<file path="config.mk">
export PLATFORM = sky130hd
export DESIGN_NAME = dl_uart_rx
export DESIGN_NICKNAME = d
export VERILOG_FILES = /design/src/rtl/dl_uart_pkg.sv /design/src/rtl/dl_uart_rx_fifo.sv /design/src/rtl/dl_uart_rx.sv
export SDC_FILE = /design/constraint.sdc
export NUM_CORES = 1
export LEC_CHECK = 0
export ABC_AREA = 1
export CORE_MARGIN = 2
export CORE_UTILIZATION = 50
export CTS_CLUSTER_DIAMETER = 200
export DETAILED_ROUTE_END_ITERATION = 7
export PLACE_DENSITY = 0.75
export SYNTH_ARGS = -nofsm -noshare
export SYNTH_HDL_FRONTEND = slang
export SYNTH_SLANG_ARGS = --single-unit
export TNS_END_PERCENT = 100
</file>
<file path="constraint.sdc">
create_clock -name clk10m -period 2.4 [get_ports clk10m]
set_input_delay 0.48 -clock clk10m [delete_from_list [all_inputs] [get_ports clk10m]]
set_output_delay 0.48 -clock clk10m [all_outputs]
set_load 0.05 [all_outputs]
</file>
<file path="src/rtl/dl_uart_pkg.sv">
// Shared constants and the FSM state encoding for the dl_platform UART
// receive and transmit paths.
package dl_uart_pkg;

  localparam int DL_UART_CLK_HZ = 10_000_000;
  localparam int DL_UART_BAUD   = 115200;
  // Rounded to the nearest integer: 10 MHz / 115200 -> 87
  localparam int DL_UART_CLKS_PER_BIT = (DL_UART_CLK_HZ + DL_UART_BAUD / 2) / DL_UART_BAUD;
  localparam int DL_UART_DATA_W = 8;

  typedef enum logic [2:0] {
    S_IDLE  = 3'd0,
    S_START = 3'd1,
    S_DATA  = 3'd2,
    S_STOP  = 3'd3,
    S_BREAK = 3'd4
  } dl_uart_state_e;

endpackage

</file>
<file path="src/rtl/dl_uart_rx_fifo.sv">
// Receive byte FIFO. When a push and a pop land on the same edge with the
// FIFO full, the pop is taken first so the push still succeeds.
module dl_uart_rx_fifo
  import dl_uart_pkg::*;
#(
  parameter int DEPTH = 4
) (
  input  logic                      clk10m,
  input  logic                      rst_n,
  input  logic                      push,
  input  logic [DL_UART_DATA_W-1:0] push_data,
  input  logic                      pop,
  output logic [DL_UART_DATA_W-1:0] head,
  output logic                      empty,
  output logic                      drop
);

  localparam int AW = $clog2(DEPTH);
  localparam int CW = AW + 1;
  localparam logic [CW-1:0] FULL_CNT = CW'(DEPTH);

  logic [DL_UART_DATA_W-1:0] mem [DEPTH];
  logic [AW-1:0] wr_ptr;
  logic [AW-1:0] rd_ptr;
  logic [CW-1:0] count;
  logic          full;
  logic          pop_ok;
  logic          push_ok;

  assign empty   = (count == '0);
  assign full    = (count == FULL_CNT);
  assign pop_ok  = pop && !empty;
  assign push_ok = push && (!full || pop_ok);
  assign drop    = push && !push_ok;
  assign head    = mem[rd_ptr];

  always_ff @(posedge clk10m or negedge rst_n) begin
    if (!rst_n) begin
      for (int i = 0; i < DEPTH; i++) mem[i] <= '0;
      wr_ptr <= '0;
      rd_ptr <= '0;
      count  <= '0;
    end else begin
      if (push_ok) begin
        mem[wr_ptr] <= push_data;
        wr_ptr      <= wr_ptr + 1'b1;
      end
      if (pop_ok) rd_ptr <= rd_ptr + 1'b1;
      case ({push_ok, pop_ok})
        2'b10:   count <= count + 1'b1;
        2'b01:   count <= count - 1'b1;
        default: count <= count;
      endcase
    end
  end

endmodule

</file>
<file path="src/rtl/dl_uart_rx.sv">
// 8N1 UART receiver for the MCU command link, with a small receive FIFO.
// Build option DL_UART_RX_MAJORITY_EN: 2-of-3 majority sampling around mid-bit.
//
// state | meaning
// IDLE  | line idle, waiting for a falling edge (after line seen high once)
// START | timing to start-bit middle, rejecting glitches
// DATA  | sampling 8 data bits, LSB first
// STOP  | sampling the stop bit, push byte or flag framing error
// BREAK | line held low after a framing error, wait for it to go high
module dl_uart_rx
  import dl_uart_pkg::*;
#(
  parameter int CLKS_PER_BIT = DL_UART_CLKS_PER_BIT,
  parameter int FIFO_DEPTH   = 4
) (
  input  logic                      clk10m,
  input  logic                      rst_n,
  input  logic                      rxd,
  output logic [DL_UART_DATA_W-1:0] rx_data,
  output logic                      rx_valid,
  input  logic                      rx_ready,
  output logic                      frame_err,
  output logic                      overrun,
  output logic                      busy
);

  localparam logic [2:0] ST_IDLE  = 3'(S_IDLE);
  localparam logic [2:0] ST_START = 3'(S_START);
  localparam logic [2:0] ST_DATA  = 3'(S_DATA);
  localparam logic [2:0] ST_STOP  = 3'(S_STOP);
  localparam logic [2:0] ST_BREAK = 3'(S_BREAK);

  localparam int CW  = $clog2(CLKS_PER_BIT);
  localparam int MID = (CLKS_PER_BIT - 1) / 2;
`ifdef DL_UART_RX_MAJORITY_EN
  localparam int SAMP = MID + 1;
`else
  localparam int SAMP = MID;
`endif
  localparam logic [CW-1:0] SAMP_CNT = CW'(SAMP);
  localparam logic [CW-1:0] LAST_CNT = CW'(CLKS_PER_BIT - 1);

  logic                      sync1;
  logic                      rxs;
  logic                      sample;
  logic [2:0]                state;
  logic [CW-1:0]             cnt;
  logic [2:0]                idx;
  logic [DL_UART_DATA_W-1:0] shift;
  logic [1:0]                warm;
  logic                      armed;
  logic                      push;
  logic                      drop;
  logic                      empty;

  always_ff @(posedge clk10m or negedge rst_n) begin
    if (!rst_n) begin
      sync1 <= 1'b1;
      rxs   <= 1'b1;
    end else begin
      sync1 <= rxd;
      rxs   <= sync1;
    end
  end

`ifdef DL_UART_RX_MAJORITY_EN
  // hist holds rxs from the two cycles before the decision cycle
  logic [1:0] hist;
  always_ff @(posedge clk10m or negedge rst_n) begin
    if (!rst_n) hist <= 2'b11;
    else        hist <= {hist[0], rxs};
  end
  assign sample = (hist[1] & hist[0]) | (hist[1] & rxs) | (hist[0] & rxs);
`else
  assign sample = rxs;
`endif

  // The synchroniser's reset value is not a real observation of the line, so
  // arming waits until rxs carries a post-reset sample that is high.
  always_ff @(posedge clk10m or negedge rst_n) begin
    if (!rst_n) begin
      warm  <= 2'b00;
      armed <= 1'b0;
    end else begin
      warm <= {warm[0], 1'b1};
      if (warm[1] && rxs) armed <= 1'b1;
    end
  end

  always_ff @(posedge clk10m or negedge rst_n) begin
    if (!rst_n) begin
      state     <= ST_IDLE;
      cnt       <= '0;
      idx       <= '0;
      shift     <= '0;
      frame_err <= 1'b0;
    end else begin
      frame_err <= 1'b0;
      case (state)
        ST_IDLE: begin
          if (armed && !rxs) begin
            state <= ST_START;
            cnt   <= '0;
          end
        end
        ST_START: begin
          if (cnt == SAMP_CNT) begin
            cnt <= '0;
            idx <= '0;
            state <= sample ? ST_IDLE : ST_DATA;
          end else begin
            cnt <= cnt + 1'b1;
          end
        end
        ST_DATA: begin
          if (cnt == LAST_CNT) begin
            shift[idx] <= sample;
            cnt        <= '0;
            if (idx == 3'd7) state <= ST_STOP;
            else             idx   <= idx + 1'b1;
          end else begin
            cnt <= cnt + 1'b1;
          end
        end
        ST_STOP: begin
          if (cnt == LAST_CNT) begin
            cnt <= '0;
            if (sample) begin
              state <= ST_IDLE;
            end else begin
              frame_err <= 1'b1;
              state     <= ST_BREAK;
            end
          end else begin
            cnt <= cnt + 1'b1;
          end
        end
        ST_BREAK: begin
          if (rxs) state <= ST_IDLE;
        end
        default: state <= ST_IDLE;
      endcase
    end
  end

  assign push = (state == ST_STOP) && (cnt == LAST_CNT) && sample;
  assign busy = (state != ST_IDLE);

  always_ff @(posedge clk10m or negedge rst_n) begin
    if (!rst_n) overrun <= 1'b0;
    else        overrun <= drop;
  end

  dl_uart_rx_fifo #(
    .DEPTH (FIFO_DEPTH)
  ) u_fifo (
    .clk10m    (clk10m),
    .rst_n     (rst_n),
    .push      (push),
    .push_data (shift),
    .pop       (rx_ready),
    .head      (rx_data),
    .empty     (empty),
    .drop      (drop)
  );

  assign rx_valid = !empty;

endmodule

</file>
* Word-level counts from Yosys, hierarchy flattened
Cells that the tools add are included.
** Word-level totals
- Memories kept :: 0
- ROM bits :: 0
- Bits in writable memories :: 0
- Latch bits :: 0
- Input bits :: 4
- Bits in registers :: 67
** Cells by class
- Add/subtract/negate cells :: 6
- Reduce and logical (&&, ||, !) cells :: 25
- Multipliers :: 0
- $lt $le $gt $ge :: 5
- Mux-type cells :: 30
- Eq/ne operators :: 17
- Bitwise gates (word level) :: 2
- Divide/modulo/power cells :: 0
- Shift operators :: 0
** Operators with widths (count)
- 32-bit bitwise mux :: 1
- 3-bit 2-to-1 mux :: 10
- 8-bit 2-to-1 mux :: 3
- 7-bit 2-to-1 mux :: 3
- 7-bit one-hot mux with 3 select lines :: 1
- 8-bit binary-select mux with 2-bit select :: 1
- 8-bit demux with 2-bit select :: 1
- 3-bit one-hot mux with 5 select lines :: 1
- 2-bit != test (second input constant) :: 7
- 3-bit one-hot mux with 2 select lines :: 2
- 3-bit == test (second input constant) :: 3
- 1-bit logical AND :: 9
- 8-bit bitwise mux :: 1
- 7-bit by 1-bit adder with 7-bit output (second input constant) :: 1
- 7-bit by 6-bit == test with 1-bit output (second input constant) :: 1
- 7-bit == test (second input constant) :: 1
- 3-bit by 1-bit adder with 3-bit output (second input constant) :: 2
- 3-bit by 2-bit == test with 1-bit output (second input constant) :: 2
- 3-bit >= comparator (second input constant) :: 2
- 3-bit zero test :: 2
- 2-bit NOT with 3-bit output :: 2
- 6-bit AND reduction :: 1
- 3-bit nonzero test :: 2
- 2-bit by 1-bit adder with 2-bit output (second input constant) :: 2
- 16 further kinds :: 24

* Longest topological paths before layout
- Depth after elaboration :: 7
- Depth in mapped cells :: 14
- Mapped depth without buffers :: 13

* By module
A second synthesis with hierarchy kept.
** Second synthesis, totals
- Cells, all modules :: 430
- Area total of the unflattened synthesis :: 3595.9 µm²
** By module, submodules not included
- dl_uart_rx_fifo :: area an instance 2049.5 µm², instances 1, cells each 239
- dl_uart_rx :: area an instance 1546.5 µm², instances 1, cells each 191

* Least setup slack after synthesis
OpenSTA, ideal clock, no wires.
- Kind :: register -> output
- Start :: reg u_fifo.rd_ptr[0]
- End :: out rx_data[1]
- Required time :: 1.920 ns
- Stages on the path, launching flop included :: 6
- Arrival :: 1.778 ns
- Setup slack :: 0.142 ns
- Cell sequence :: dfrtp_1 clkbuf_1 inv_1 clkbuf_1 o21ai_0 o22ai_1
** Between the ends
- Word-level cells in the longest chain between the ends :: 4
** Ends and longest elaborated chain
- start, declared :: line dl_uart_rx_fifo.sv:24 : logic [AW-1:0] rd_ptr;
- start signal, assigned :: line dl_uart_rx_fifo.sv:48 : if (pop_ok) rd_ptr <= rd_ptr + 1'b1;
- 2-bit NOT with 3-bit output (not written as such) :: line dl_uart_rx_fifo.sv:35 : assign head = mem[rd_ptr];
- 8-bit binary-select mux with 2-bit select :: line dl_uart_rx_fifo.sv:35
- 8-bit 2-to-1 mux (not written as such) (2 in a row) :: line dl_uart_rx_fifo.sv:35
- end, declared :: line dl_uart_rx.sv:19 : output logic [DL_UART_DATA_W-1:0] rx_data,
Every way passes these cells. The select of a mux whose other input is x is not followed.

* Worst setup path after layout
- Start :: reg state[0]
- End :: out busy
** Between the ends
- Word-level cells in the longest chain between the ends :: 1
** Ends and longest elaborated chain
- start, declared :: line dl_uart_rx.sv:46 : logic [2:0] state;
- start signal, assigned :: line dl_uart_rx.sv:110 : state <= sample ? ST_IDLE : ST_DATA;
- 3-bit nonzero test :: line dl_uart_rx.sv:147 : assign busy = (state != ST_IDLE);
- end, declared :: line dl_uart_rx.sv:24 : output logic busy
Every way passes these cells.

==> results.sh <==
export IMPL_postSynthAreaPerCell_sq_um=8.478
export IMPL_p_leak_uw=0.001980
export IMPL_post_drt_wl_per_cell_microns=13.51
export IMPL_grt_setup_unrepaired="no"
export IMPL_synthesis_warnings=0
export IMPL_layout_min_cycle_time_ns=2.238
export IMPL_r2r_end="u_fifo.count[2]"
export IMPL_synth_area_sq_um=3476
export IMPL_insertedDiodeCount=0
export IMPL_timing_reg2reg_worst_path_depth=13
export IMPL_report_final_hold_viol_count=0
export IMPL_post_cts_resized_instances=0
export IMPL_cts_sinks=67
export IMPL_finClkSkew_ns=0.008214
export IMPL_grt_first_pass_wirelength_mm=11.83
export IMPL_synth_seq_cells=67
export IMPL_timing_critical_path_from_type="flop"
export IMPL_postRouteWirelength_mm=6.888
export IMPL_dpl_hpwl_mm=4.720
export IMPL_initial_utilization_pct=51.44
export IMPL_timing_final_crit_share_pct=93.24
export IMPL_synthesized_nets=424
export IMPL_grt_overflow=0
export IMPL_fp_dieArea_sq_um=7634
export IMPL_first_global_vias=2589
export IMPL_min_delay_path_class="input port to async pin"
export IMPL_cts_made_buffers=9
export IMPL_endpoint_kind="output port"
export IMPL_layout_stage_area_growth_over_the_synthesis_result_pct=12.60
export IMPL_post_cts_setup_buffers=0
export IMPL_io_buffers=15
export IMPL_gr_usage_all_layers_pct=19.70
export IMPL_die_y_microns=87.38
export IMPL_critical_path_max_fanout=5
export IMPL_grt_antenna_before_repair=0
export IMPL_die_w_microns=87.38
export IMPL_tritoncts="yes"
export IMPL_detail_route_first_pass_iterations=5
export IMPL_syn_inst=410
export IMPL_final_setup_tns_ns=0
export IMPL_outcome="finished clean"
export IMPL_gp_congestion=0.8264
export IMPL_commonest_cells_after_routing_fill_and_taps_aside="123 x nand2_1, 65 x dfrtp_1, 42 x nand4_1, 29 x nor2_1, 29 x nand3_1"
export IMPL_r2r_start="cnt[0]"
export IMPL_worstSkewPairLatency_ns=0.34
export IMPL_drcViolationCount=0
export IMPL_via_count=2830
export IMPL_htreeDepth=3
export IMPL_max_slew_worst_pin_slew_ns=0.5657
export IMPL_irDropWorstVdd_mv=0.7307
export IMPL_timing_worst_setup_path_type="flop to output port"
export IMPL_cap_violations=0
export IMPL_std_cell_rows=30
export IMPL_clk_transition_reported_paths_ns=0.08
export IMPL_timing_slew_headroom_pct=62.28
export IMPL_clock_root_buffer="clkbuf_8"
export IMPL_postRouteAntennaNets=0
export IMPL_finish_utilization_pct=57.93
export IMPL_final_common_cell="nand2_1"
export IMPL_core_area_sq_um=6756
export IMPL_avgViaCountPerCell=5.549
export IMPL_synthDistinctLibCells=31
export IMPL_final_layout_size_suffix_gt1_share_pct=10.47
export IMPL_reg2reg_setup_slack_ns=0.25
export IMPL_worst_endpoint_arrival_ns=1.76
export IMPL_drc_violation_total_after_the_first_tritonroute_iteration=276
export IMPL_power_density_nw_per_um2=1035
export IMPL_final_nets=439
export IMPL_postCtsHoldBufs=0
export IMPL_crit_required_ns=1.92
export IMPL_achievable_frequency_mhz=446.9
export IMPL_setup_viol=0
export IMPL_synth_sequential_area_ratio_pct=48.31
export IMPL_total_power_uw=4049
export IMPL_maximum_clock_path_buffer_count=2
export IMPL_drv_slew=0
export IMPL_grt_max_degree=45
export IMPL_ioPinCount=16
export IMPL_num_fill_cells=591
-- layout make-up --
cell class | instances | area [sq um] | area share [%]
Tap cell | 80 | 100.1 | 2.558
Clock inverter | 5 | 52.55 | 1.343
Clock buffer | 11 | 141.4 | 3.613
Multi-Input combinational cell | 294 | 1534 | 39.19
Sequential cell | 67 | 1679 | 42.90
Timing Repair Buffer | 22 | 290.3 | 7.417
Inverter | 31 | 116.4 | 2.973
-- synthesized netlist by cell type --
cell / count / area, sq um
nand2_1: 123 / 461.7
dfrtp_1: 65 / 1627
nand4_1: 42 / 262.8
nand3_1: 29 / 145.1
nor2_1: 29 / 108.9
inv_1: 28 / 105.1
o21ai_0: 24 / 120.1
ha_1: 9 / 112.6
o22ai_1: 8 / 50.05
buf_2: 7 / 35.03
xor2_1: 6 / 52.55
clkbuf_1: 5 / 18.77
buf_12: 4 / 80.08
nand3_4: 4 / 70.07
a21oi_1: 3 / 15.01
nor2_4: 3 / 33.78
nor3_1: 3 / 15.01
dfstp_2: 2 / 52.55
inv_2: 2 / 7.510
nor2_2: 2 / 12.51
o21bai_1: 2 / 15.01
a21o_1: 1 / 7.510
buf_4: 1 / 7.510
clkbuf_2: 1 / 5.000
clkinv_1: 1 / 3.750
conb_1: 1 / 3.750
fa_1: 1 / 20.02
nand2_2: 1 / 6.260
nand3b_1: 1 / 7.510
o21ai_1: 1 / 5.000
xnor2_1: 1 / 8.760
-- through the flow --
step / cells / hold WS, ns / setup WS, ns / area (sq um)
finish: 510 / 0.1321 / 0.1622 / 3914
global route: 510 / 0.1657 / 0.02995 / 3914
CTS: 510 / 0.1424 / 0.1612 / 3914
detailed placement: 494 / 0.3364 / 0.09639 / 3720
global placement: 494 / 0.3320 / 0.1383 / 3720
floorplan: 410 / 0.1844 / 0.1418 / 3476
-- state kept, by name, indices dropped and copies added (netlist names) --
| signal | flops |
|---|---|
| u_fifo.wr_ptr | 2 |
| u_fifo.count | 3 |
| u_fifo.mem | 32 |
| frame_err | 1 |
| warm | 2 |
| rxs | 1 |
| overrun | 1 |
| u_fifo.rd_ptr | 2 |
| idx | 3 |
| cnt | 7 |
| shift | 8 |
| state | 3 |
| sync1 | 1 |
| armed | 1 |
-- power breakdown --
group	internal (uW)	switching, uW
sequential	1230	107
combinational	672	1110
clock	503	428
total	2400	1650
-- kinds of logic after synthesis --
group,share of synthesized area (%)
compound gates,6.119
xor+xnor,1.764
fa+ha+maj,3.816
buf+inv,7.559
flops,48.31
other cells,0.1079
simple gates,32.33
-- critical path, stage by stage (launching register included) --
cell             delay (ns)
dfrtp_1                0.42
nor2_2                 0.21
nand2_1                0.08
clkdlybuf4s50_1        0.70
-- metal layers --
layer	routed length, microns	GRT usage [%]	up-vias
met1	3168	27.43	1335
met4	144	9.650	0
met3	345	4.550	16
met2	3229	28.93	81
met5	0	0	-
li1	-	-	1398
-- worst max-delay path by stage --
stage / endpoint / start
6_report: busy / state[0]
2_1_floorplan: rx_data[1] / u_fifo.rd_ptr[0]
4_1_cts: busy / state[0]
3_3_place_gp: u_fifo.count[2] / rx_ready
3_5_place_dp: u_fifo.count[2] / rx_ready
5_1_grt: u_fifo.count[2] / cnt[0]
No activity file was read; power rests on OpenSTA's default activity.
